### src/rtl/count_step_controller.sv
`timescale 1ns/1ps
`default_nettype none
// ============================================================================
// count_step_controller: debounced push-switch stepper with auto-repeat that
// drives a 4-digit BCD count with leading-zero blanking.   Rev 1.0
// ============================================================================
module count_step_controller #(
  parameter int unsigned DEBOUNCE_CYCLES = 4,
  parameter int unsigned REPEAT_DELAY    = 20,
  parameter int unsigned REPEAT_PERIOD   = 5,
  parameter bit          WRAP            = 1'b1
) (
  input  logic        clk,
  input  logic        rst,
  input  logic        sw_in,
  input  logic        dir,
  input  logic        clear,
  output logic [15:0] bcd,
  output logic [3:0]  blank,
  output logic        step_pulse,
  output logic        at_limit
);

  localparam logic [23:0] DEB_LAST    = 24'(DEBOUNCE_CYCLES - 1);
  localparam logic [23:0] DELAY_LAST  = 24'(REPEAT_DELAY - 1);
  localparam logic [23:0] PERIOD_LAST = 24'(REPEAT_PERIOD - 1);

  typedef enum logic [1:0] {
    IDLE   = 2'd0,
    DELAY  = 2'd1,
    REPEAT = 2'd2
  } state_t;

  logic        sync1_q, sync2_q;
  logic        deb_q, deb_d;
  logic [23:0] deb_cnt_q, deb_cnt_d;
  state_t      state_q, state_d;
  logic [23:0] timer_q, timer_d;
  logic        step_go;
  logic [15:0] bcd_q, bcd_d, bcd_next;
  logic [3:0]  blank_q, blank_d;
  logic        step_pulse_q, step_pulse_d;
  logic        carry;

  // Debounce: count consecutive samples that disagree with the accepted state.
  always_comb begin
    deb_d     = deb_q;
    deb_cnt_d = '0;
    if (sync2_q != deb_q) begin
      if (deb_cnt_q == DEB_LAST) begin
        deb_d = sync2_q;
      end else begin
        deb_cnt_d = deb_cnt_q + 24'd1;
      end
    end
  end

  always_comb begin
    state_d = state_q;
    timer_d = timer_q;
    step_go = 1'b0;
    case (state_q)
      IDLE: begin
        if (deb_q) begin
          step_go = 1'b1;
          timer_d = '0;
          state_d = DELAY;
        end
      end
      DELAY: begin
        if (!deb_q) begin
          timer_d = '0;
          state_d = IDLE;
        end else if (timer_q == DELAY_LAST) begin
          step_go = 1'b1;
          timer_d = '0;
          state_d = REPEAT;
        end else begin
          timer_d = timer_q + 24'd1;
        end
      end
      REPEAT: begin
        if (!deb_q) begin
          timer_d = '0;
          state_d = IDLE;
        end else if (timer_q == PERIOD_LAST) begin
          step_go = 1'b1;
          timer_d = '0;
        end else begin
          timer_d = timer_q + 24'd1;
        end
      end
      default: begin
        timer_d = '0;
        state_d = IDLE;
      end
    endcase
  end

  // Ripple carry/borrow across the digits; a carry out of the top digit
  // means the count rolled past 9999 or below 0.
  always_comb begin
    bcd_next = bcd_q;
    carry    = 1'b1;
    for (int i = 0; i < 4; i++) begin
      if (carry) begin
        if (dir) begin
          if (bcd_q[4*i +: 4] == 4'd9) begin
            bcd_next[4*i +: 4] = 4'd0;
          end else begin
            bcd_next[4*i +: 4] = bcd_q[4*i +: 4] + 4'd1;
            carry              = 1'b0;
          end
        end else begin
          if (bcd_q[4*i +: 4] == 4'd0) begin
            bcd_next[4*i +: 4] = 4'd9;
          end else begin
            bcd_next[4*i +: 4] = bcd_q[4*i +: 4] - 4'd1;
            carry              = 1'b0;
          end
        end
      end
    end
    if (carry && !WRAP) begin
      bcd_next = bcd_q;
    end
  end

  always_comb begin
    bcd_d        = bcd_q;
    step_pulse_d = 1'b0;
    if (clear) begin
      bcd_d = '0;
    end else if (step_go) begin
      bcd_d        = bcd_next;
      step_pulse_d = 1'b1;
    end
    blank_d[3] = (bcd_d[15:12] == 4'd0);
    blank_d[2] = blank_d[3] && (bcd_d[11:8] == 4'd0);
    blank_d[1] = blank_d[2] && (bcd_d[7:4] == 4'd0);
    blank_d[0] = 1'b0;
  end

  always_ff @(posedge clk or negedge rst) begin
    if (!rst) begin
      sync1_q      <= 1'b0;
      sync2_q      <= 1'b0;
      deb_q        <= 1'b0;
      deb_cnt_q    <= '0;
      state_q      <= IDLE;
      timer_q      <= '0;
      bcd_q        <= '0;
      blank_q      <= 4'b1110;
      step_pulse_q <= 1'b0;
    end else begin
      sync1_q      <= sw_in;
      sync2_q      <= sync1_q;
      deb_q        <= deb_d;
      deb_cnt_q    <= deb_cnt_d;
      state_q      <= state_d;
      timer_q      <= timer_d;
      bcd_q        <= bcd_d;
      blank_q      <= blank_d;
      step_pulse_q <= step_pulse_d;
    end
  end

  assign bcd        = bcd_q;
  assign blank      = blank_q;
  assign step_pulse = step_pulse_q;
  assign at_limit   = dir ? (bcd_q == 16'h9999) : (bcd_q == 16'h0000);

endmodule
`default_nettype wire

### config.mk
export PLATFORM = sky130hd
export DESIGN_NAME = count_step_controller
export DESIGN_NICKNAME = d
export VERILOG_FILES = /design/src/rtl/count_step_controller.sv
export SDC_FILE = /design/constraint.sdc
export NUM_CORES = 1
export LEC_CHECK = 0
export CAP_MARGIN = 20
export CORE_MARGIN = 5
export CORE_UTILIZATION = 50
export DETAILED_ROUTE_END_ITERATION = 12
export GPL_TIMING_DRIVEN = 0
export PLACE_DENSITY_LB_ADDON = 0.3
export SLEW_MARGIN = 10
export SYNTH_ARGS = -nofsm -noshare
export SYNTH_HDL_FRONTEND = slang
export SYNTH_SLANG_ARGS = --single-unit
### constraint.sdc
create_clock -name clk -period 2.6 [get_ports clk]
set_input_delay 0.26 -clock clk [delete_from_list [all_inputs] [get_ports clk]]
set_output_delay 0.26 -clock clk [all_outputs]
set_load 0.01 [all_outputs]
# Yosys cells after proc, flatten, opt, wreduce, memory -nomap -nowiden
# Cells that the tools add are included.
# classes
n_eq_ne	14
reduce_logical	14
n_mux	50
n_addsub	10
# op_table
cell	count
2-to-1 mux 24 bit	7
one-hot mux 24 bit (3 select lines)	1
2-to-1 mux 4 bit	15
adder 24 x 1 -> 24 bit (second input constant)	2
2-to-1 mux 16 bit	2
zero test 4 bit	7
equality test 24 x 2 -> 1 bit (second input constant)	1
equality test 24 x 3 -> 1 bit (second input constant)	1
equality test 24 x 5 -> 1 bit (second input constant)	1
2-to-1 mux 1 bit	19
adder 4 x 1 -> 4 bit (second input constant)	4
equality test 16 bit (second input constant)	1
equality test 4 bit (second input constant)	4
zero test 16 bit	1
subtractor 4 x 1 -> 4 bit (second input constant)	4
2-to-1 mux 2 bit	4
one-hot mux 2 bit (3 select lines)	1
!= test 2 bit (second input constant)	2
!= test 3 bit (second input constant)	1
one-hot mux 1 bit (3 select lines)	1
AND reduction 3 bit	1
equality test 2 x 1 -> 1 bit (second input constant)	1
equality test 2 bit (second input constant)	1
logical AND 1 bit	2
other kinds (4)	4
# totals
elab_cells	98
reg_bits	73
out_inout_bits	22
inputBits	5

# Longest topological paths before layout
# Gate-level depths: netlist of run 1.
# logic_depth
word_depth	11
mapped_depth	9
depth_no_buf	8

# Worst setup path after synthesis of run 1
# No wires, ideal clock.
# synth_timing
path_kind	reg2reg
start	reg bcd_q[12], in the netlist bcd[12]
end	reg blank_q[1], in the netlist blank[1]
period_less_slack_ns	2.159
setup_slack_ns	0.441
arrival_time_ns	2.097
setup_ns	0.062
path_buffers	1
required_ns	2.538
path_stages_with_launch	10
path_cell_list	dfrtp_1 buf_4 inv_1 ha_1 nor3b_2 nand2b_1 a21oi_1 or4b_1 o211ai_2 o2111a_1
# synth_between
elab_chain_len	9
word_cells_on_any_way	13
classes_between	2 x add/sub; 1 x eq/ne; 6 x mux; 4 x reduce/logical
# synth_lines
element	line_no	text
start: declaration	40	logic [15:0] bcd_q, bcd_d, bcd_next;
start signal: assignment	152	bcd_q <= '0;
start signal: assignment	162	bcd_q <= bcd_d;
subtractor 4 x 1 -> 4 bit (tied with other cells)	118	bcd_next[4*i +: 4] = bcd_q[4*i +: 4] - 4'd1;
2-to-1 mux 4 bit, on equally long branches	115, 108	
2-to-1 mux 4 bit	107	if (dir) begin
2-to-1 mux 4 bit	106	if (carry) begin
2-to-1 mux 16 bit *	134	end else if (step_go) begin
2-to-1 mux 16 bit *	132	if (clear) begin
zero test 4 bit *	138	blank_d[3] = (bcd_d[15:12] == 4'd0);
named net blank_d[3]	41	logic [3:0] blank_q, blank_d;
logical AND 1 bit *	139	blank_d[2] = blank_d[3] && (bcd_d[11:8] == 4'd0);
logical AND 1 bit *	140	blank_d[1] = blank_d[2] && (bcd_d[7:4] == 4'd0);
named net blank_d[1]	41	
end signal: assignment	163	blank_q <= blank_d;
end: declaration	41	
# Mark *: on every way through the listed nets, which the timed path passes. The rest lies on a longest branch. The select of a mux whose other input is x is not followed.
# A chain may end at the register's enable or synchronous reset.

# Worst setup path after layout of run 1
# Ends and elaborated chain as after synthesis.

==> reports/metrics.yaml, run 1 <==
setup_path:
  critical_path.max_fanout: 10
  cell_chain_critical_path: "buf_4 > inv_1 > ha_2 > nor3b_4 > buf_4 > buf_4 > o32ai_1 > a21oi_1 > or4b_1 > o211ai_2 > o2111a_1"
  worst_endpoint_required_time_ns: 2.89
  critical-path-slowest-cell: "sky130_fd_sc_hd__or4b_1"
  worst_path_dominant_cell_family: "compound AO/OA/AOI/OAI gates"
  critPathMostFrequentCell: "sky130_fd_sc_hd__buf_4"
  cp.arrival_ns: 2.84
  criticalPathCategory: "flip-flop to flip-flop"
  endpoint_kind_of_the_worst_setup_timing_path: "flip-flop"
  kind_of_launch_point_of_the_worst_setup_path: "flip-flop"
  critPathBufInv: 4
  worst_path_largest_cell_delay_ns: 0.47
grt:
  grt_resource_usage_total: 0.189
  grt_max_degree: 44
  grt_remaining_overflow: 0
  grt_pass1_vias: 3736
  grt_first_pass_wirelength_um: 17500
  antenna_found_initial: 0
logic_synthesis:
  synth_edf_count: 0
  synth_area_leader_cell: "sky130_fd_sc_hd__dfrtp_1"
  syn_nets: 520
  synth.avg_cell_area_sq_um: 9.21
  yosysWarningCount: 0
  synth-seq-area-share: 0.398
  synth_top_cells_by_area: "sky130_fd_sc_hd__dfrtp_1, sky130_fd_sc_hd__nor2_1, sky130_fd_sc_hd__xor2_1"
  synth_top_area_frac: 0.381
  synth_async_sr_flop_share: 1.00
  synth.cell_area_sq_um: 4590
  count_of_unique_library_cells_instantiated_by_yosys: 74
  synth.ff_latch_count: 73
  synthCells: 499
  dominantRegCellSynth: "sky130_fd_sc_hd__dfrtp_1"
pwr:
  design_power_total_uw: 4040
  cellLeakagePower_uw: 0.00225
  pd_cells_nw_per_um2: 757
  ir_drop_uv: 458
clock_network:
  clockRootBuffer: "sky130_fd_sc_hd__clkbuf_8"
  clkTransAtPathRegs_ns: 0.09
  cts_tree: "yes"
  clock_insertion_delay_worst_skew_ns: 0.35
  tritoncts.num_buffers: 9
  cts_htree_levels: 3
  numClockSinks: 73
  ctsLongestPathBuffers: 2
detailed_routing:
  detailroute.via_count: 3874
  wl_per_cell_um: 15.6
  post_route_drc: 0
  vias_per_cell: 5.91
  first_iter_violations: 204
  detail_route.first_pass.iterations: 4
  antenna_violating_nets_post_route: 0
  wl_um: 10300
sta:
  setup_tns_ns: 0
  fmax_mhz: 391
  fin_skew_ns: 0.0178
  min_period_over_period: 0.983
  timing.hold.ws_ns: 0.358
  finalHoldViolations: 0
  post-route-min-period_ns: 2.56
  relSlewSlack: 0.526
  report.final.slew_viol_count: 0
  setup-violations-final: 0
  worstMarginPinSlew_ns: 0.702
floorplanning:
  core_area_sq_um: 9110
  die_h_um: 106
  placement_rows: 35
  num_io_pins: 27
  die_w_um: 106
  floorplan.initialDensity: 0.504
  die_area_sq_um: 11200
placement:
  numPlacedInstances: 636
  port-buffer-count: 25
  final_estimated_routing_congestion_in_global_placement: 0.875
  hpwlAfterDp_um: 7270
final_layout:
  antennaDiodeCount: 0
  regArea_sq_um: 1830
  most_frequent_cells_in_the_layout: "sky130_fd_sc_hd__nor2_1, sky130_fd_sc_hd__dfrtp_1, sky130_fd_sc_hd__nand2_1"
  final_common_cell: "sky130_fd_sc_hd__nor2_1"
  syn2layout_area_growth_pct: 16.1
  n_fill_cell: 801
  drive_gt1_frac: 0.121
  instances_no_fill: 656
  multi_input_area_sq_um: 2600
  layout.nets: 561
hold_path:
  worstHoldPathType: "input pin to flip-flop"
flow_run:
  max_cap_viol_count: 0
status:
  outcome: "finished, final reports clean"
layout make-up:
class | instances | area share
plain buffers | 20 | 0.0237
clock buffers | 11 | 0.0246
clock inverters | 5 | 0.0195
inverters | 22 | 0.0155
multi-input cells | 382 | 0.487
flip-flops and latches | 73 | 0.344
well taps | 111 | 0.0260
repair buffers | 32 | 0.0596
report_power, final:
group          switching [uW]  internal, uW
logic                     925           673
clock network             433           639
registers                 114          1260
cell usage after synthesis, types with 7 or more instances:
master                     count
sky130_fd_sc_hd__nor2_1       69
sky130_fd_sc_hd__dfrtp_1      70
sky130_fd_sc_hd__nand3_1      18
sky130_fd_sc_hd__nand2b_1     14
sky130_fd_sc_hd__a21oi_1      15
sky130_fd_sc_hd__a31oi_1      11
sky130_fd_sc_hd__inv_1        22
sky130_fd_sc_hd__nor3_1        8
sky130_fd_sc_hd__nand4_1      15
sky130_fd_sc_hd__a211oi_1      7
sky130_fd_sc_hd__xor2_1       23
sky130_fd_sc_hd__nor4_1       10
sky130_fd_sc_hd__nor2b_1       8
sky130_fd_sc_hd__nand2_1      25
sky130_fd_sc_hd__and3_1       16
sky130_fd_sc_hd__o21ai_0      18
sky130_fd_sc_hd__xnor2_1      16
sky130_fd_sc_hd__ha_1         16
sky130_fd_sc_hd__clkbuf_1      8
logic make-up after synthesis:
| family | after synthesis | synth area share |
|---|---|---|
| AND/OR/NAND/NOR | 233 | 0.292 |
| AO/OA/AOI/OAI | 86 | 0.128 |
| flip-flops | 73 | 0.398 |
| buffers and inverters | 44 | 0.0466 |
| XOR/XNOR | 39 | 0.0743 |
| adder cells (fa/ha/maj) | 16 | 0.0436 |
| multiplexers | 7 | 0.0166 |
| other | 1 | 0.000816 |
worst paths after layout:
check | from | to | slack (ns) | cells after the start
setup / recovery | bcd[12]$_DFF_PN0_ | blank[1]$_DFF_PN1_ | 0.04 | 11
hold / removal | sw_in | sync1_q$_DFF_PN0_ | 0.36 | 1
setup reg to reg | bcd[12]$_DFF_PN0_ | blank[1]$_DFF_PN1_ | 0.04 | 11
hold reg to reg | sync1_q$_DFF_PN0_ | sync2_q$_DFF_PN0_ | 0.36 | 0
max in group asynchronous | rst | blank[2]$_DFF_PN1_ | 1.60 | 3
min in group asynchronous | rst | timer_q[10]$_DFFE_PN0P_ | 0.38 | 2
flip-flops by register name (all words and copies together), names as in the netlist:
name and flops:
bcd 16, state_q 2, deb_cnt_q 24, timer_q 24
sync2_q 1, deb_q 1, step_pulse 1, blank 3
sync1_q 1
through the flow:
stage | setup slack, ns | utilization | cell area (sq um)
3_3_place_gp | -1.23 | 0.547 | 4980
6_report | 0.0435 | 0.586 | 5330
4_1_cts | 0.00221 | 0.583 | 5310
5_1_grt | -0.0121 | 0.586 | 5330
3_5_place_dp | -0.434 | 0.549 | 5000
2_1_floorplan | 0.441 | - | 4590
metal layers:
layer / global-route usage / share of wire / routed length, um
met1: 0.243 / 0.45 / 4640
met2: 0.320 / 0.50 / 5090
met3: 0.0374 / 0.036 / 366
met4: 0.0574 / 0.016 / 164
met5: 0 / 0 / 0
timing repair:
| item | CTS | global route |
|---|---|---|
| gates resized for setup | 12 | 4 |
| endpoints found under the hold margin | 30 | 0 |
| hold buffers | 1 | 0 |
| buffers inserted | 4 | 1 |
| endpoints found under the setup margin | 1 | 2 |
No activity file was read; power rests on OpenSTA's default activity.
==> inputs of run 2 (changes only) <==
- CAP_MARGIN: 20 -> not set
- CORE_MARGIN: 5 -> not set
- GPL_TIMING_DRIVEN: 0 -> not set
==> reports/metrics.yaml, run 2 (same netlist as run 1, synthesis figures left out) <==
floorplanning:
  floorplan.initialDensity: 0.522
  placement_rows: 34
  num_io_pins: 27
  die_area_sq_um: 9580
  core_area_sq_um: 8810
  die_h_um: 97.9
  die_w_um: 97.9
final_layout:
  layout.nets: 552
  antennaDiodeCount: 0
  final_common_cell: "sky130_fd_sc_hd__nor2_1"
  instances_no_fill: 644
  stdcell_area_sq_um: 5240
  drive_gt1_frac: 0.132
  syn2layout_area_growth_pct: 14.0
  finish.utilization: 0.595
  most_frequent_cells_in_the_layout: "sky130_fd_sc_hd__nor2_1, sky130_fd_sc_hd__dfrtp_1, sky130_fd_sc_hd__nand2_1"
grt:
  grt_first_pass_wirelength_um: 16500
  grt_remaining_overflow: 0
  grt_resource_usage_total: 0.212
  grt_max_degree: 74
  grt_pass1_vias: 3488
  antenna_found_initial: 0
sta:
  setup_ws_ns: 0.0443
  fmax_mhz: 391
  min_period_over_period: 0.983
  setup_tns_ns: 0
  fin_skew_ns: 0.0113
  setup-violations-final: 0
  relSlewSlack: 0.389
  finalHoldViolations: 0
  report.final.slew_viol_count: 0
  post-route-min-period_ns: 2.56
  worstMarginPinSlew_ns: 0.917
pwr:
  pd_cells_nw_per_um2: 742
  seq_power_share: 0.369
  internal-power_uw: 2380
  share_clk_of_total_power: 0.232
  sw_frac_of_total: 0.387
  ir_drop_uv: 362
  cellLeakagePower_uw: 0.00218
  combPwrFrac: 0.399
  power.switching_uw: 1510
setup_path:
  timing.reg2reg.setup_slack_ns: 0.17
  criticalPathCategory: "flip-flop to output pin"
  kind_of_launch_point_of_the_worst_setup_path: "flip-flop"
  reg2reg_to: "bcd[12]$_DFF_PN0_"
  worstReg2RegStart: "bcd[5]$_DFF_PN0_"
  startpoint: "bcd[5]$_DFF_PN0_"
  r2r.worst_path.cells: 10
  critical_path.max_fanout: 7
  endpoint_kind_of_the_worst_setup_timing_path: "output pin"
  worst_endpoint_required_time_ns: 2.34
  endpoint: "at_limit"
  cp.arrival_ns: 2.30
detailed_routing:
  wl_um: 9870
  detail_route.first_pass.iterations: 9
  post_route_drc: 8
  detailroute.via_count: 3823
  wl_per_cell_um: 15.3
  antenna_violating_nets_post_route: 0
  first_iter_violations: 205
  vias_per_cell: 5.94
hold_path:
  worstHoldPathType: "input pin to async pin"
clock_network:
  clock_insertion_delay_worst_skew_ns: 0.36
  cts_tree: "yes"
  clockRootBuffer: "sky130_fd_sc_hd__clkbuf_8"
  numClockSinks: 73
  clkTransAtPathRegs_ns: 0.09
  tritoncts.num_buffers: 9
  ctsLongestPathBuffers: 2
  cts_htree_levels: 3
status:
  outcome: "complete, but fails checks"
  violations: "DRC"
placement:
  hpwlAfterDp_um: 6610
  dpl_cell_area_sq_um: 4920
  final_estimated_routing_congestion_in_global_placement: 0.892
  port-buffer-count: 25
  numPlacedInstances: 620
  dp_slack_ns: 0.255
flow_run:
  max_cap_viol_count: 0
==> run 2: cell types whose count changed in the layout (fill, tap and decap cells not counted), sizes merged <==
cell	change
dlygate4sd1	-2
clkbuf	-8
clkinv	-1
clkdlybuf4s50	+1
bufinv	-2
dlymetal6s2s	-1
dlygate4sd3	-1
buf	+1
clkinvlp	+4
==> run 2: power groups by stage <==
stage          clock network (uW)  registers, uW  logic (uW)
2_1_floorplan                   0           1390        1030
3_3_place_gp                    0           1440        1370
3_5_place_dp                    0           1450        1410
4_1_cts                       926           1430        1460
5_1_grt                       966           1460        1700
6_report                      903           1430        1550
==> run 2: how the worst min path moves through the flow <==
stage                 startpoint            endpoint  slack, ns  cells past startpoint
2_1_floorplan                rst  bcd[0]$_DFFE_PN0P_      -0.04                      0
6_report                     rst    bcd[8]$_DFF_PN0_      0.008                      1
5_1_grt                      rst    bcd[8]$_DFF_PN0_       0.12                      1
3_3_place_gp   sync1_q$_DFF_PN0_   sync2_q$_DFF_PN0_       0.33                      0
4_1_cts                      rst    bcd[8]$_DFF_PN0_       0.07                      1
3_5_place_dp   sync1_q$_DFF_PN0_   sync2_q$_DFF_PN0_       0.34                      0
==> run 2: metrics by stage <==
stage,power [uW],hold WS (ns)
3_5_place_dp,2850,0.340
6_report,3880,0.00845
2_1_floorplan,2420,-0.0356
3_3_place_gp,2810,0.333
5_1_grt,4120,0.117
4_1_cts,3820,0.0699
==> run 2: critical path: stages (launching register included) <==
cell                              delay [ns]
sky130_fd_sc_hd__dfrtp_2                0.46
sky130_fd_sc_hd__inv_1                  0.12
sky130_fd_sc_hd__ha_2                   0.23
sky130_fd_sc_hd__nor3b_4                0.23
sky130_fd_sc_hd__nand4_1                0.10
sky130_fd_sc_hd__nor3_1                 0.15
sky130_fd_sc_hd__a31o_2                 0.13
sky130_fd_sc_hd__clkdlybuf4s50_1        0.53
==> run 2: per-layer routing <==
layer  global-route usage  vias to the layer above  share of wire
met2                0.343                      111           0.48
met3               0.0358                       25          0.049
li1                     -                     1856              -
met5                    0                        -              0
met1                0.283                     1831           0.45
met4               0.0886                        0          0.022
==> run 2: final cells by class <==
cell class	count	area, sq um
Fill cell	762	3570
Multi-Input combinational cell	382	2600
Sequential cell	73	1840
Timing Repair Buffer	43	383
Tap cell	108	135
Clock buffer	10	128
Inverter	22	82.6
Clock inverter	6	68.8
==> run 2: timing repair <==
item,4_1_cts,5_1_grt
buffers inserted,2,6
hold buffers,0,0
setup endpoints to repair,1,1
gates resized for setup,6,11
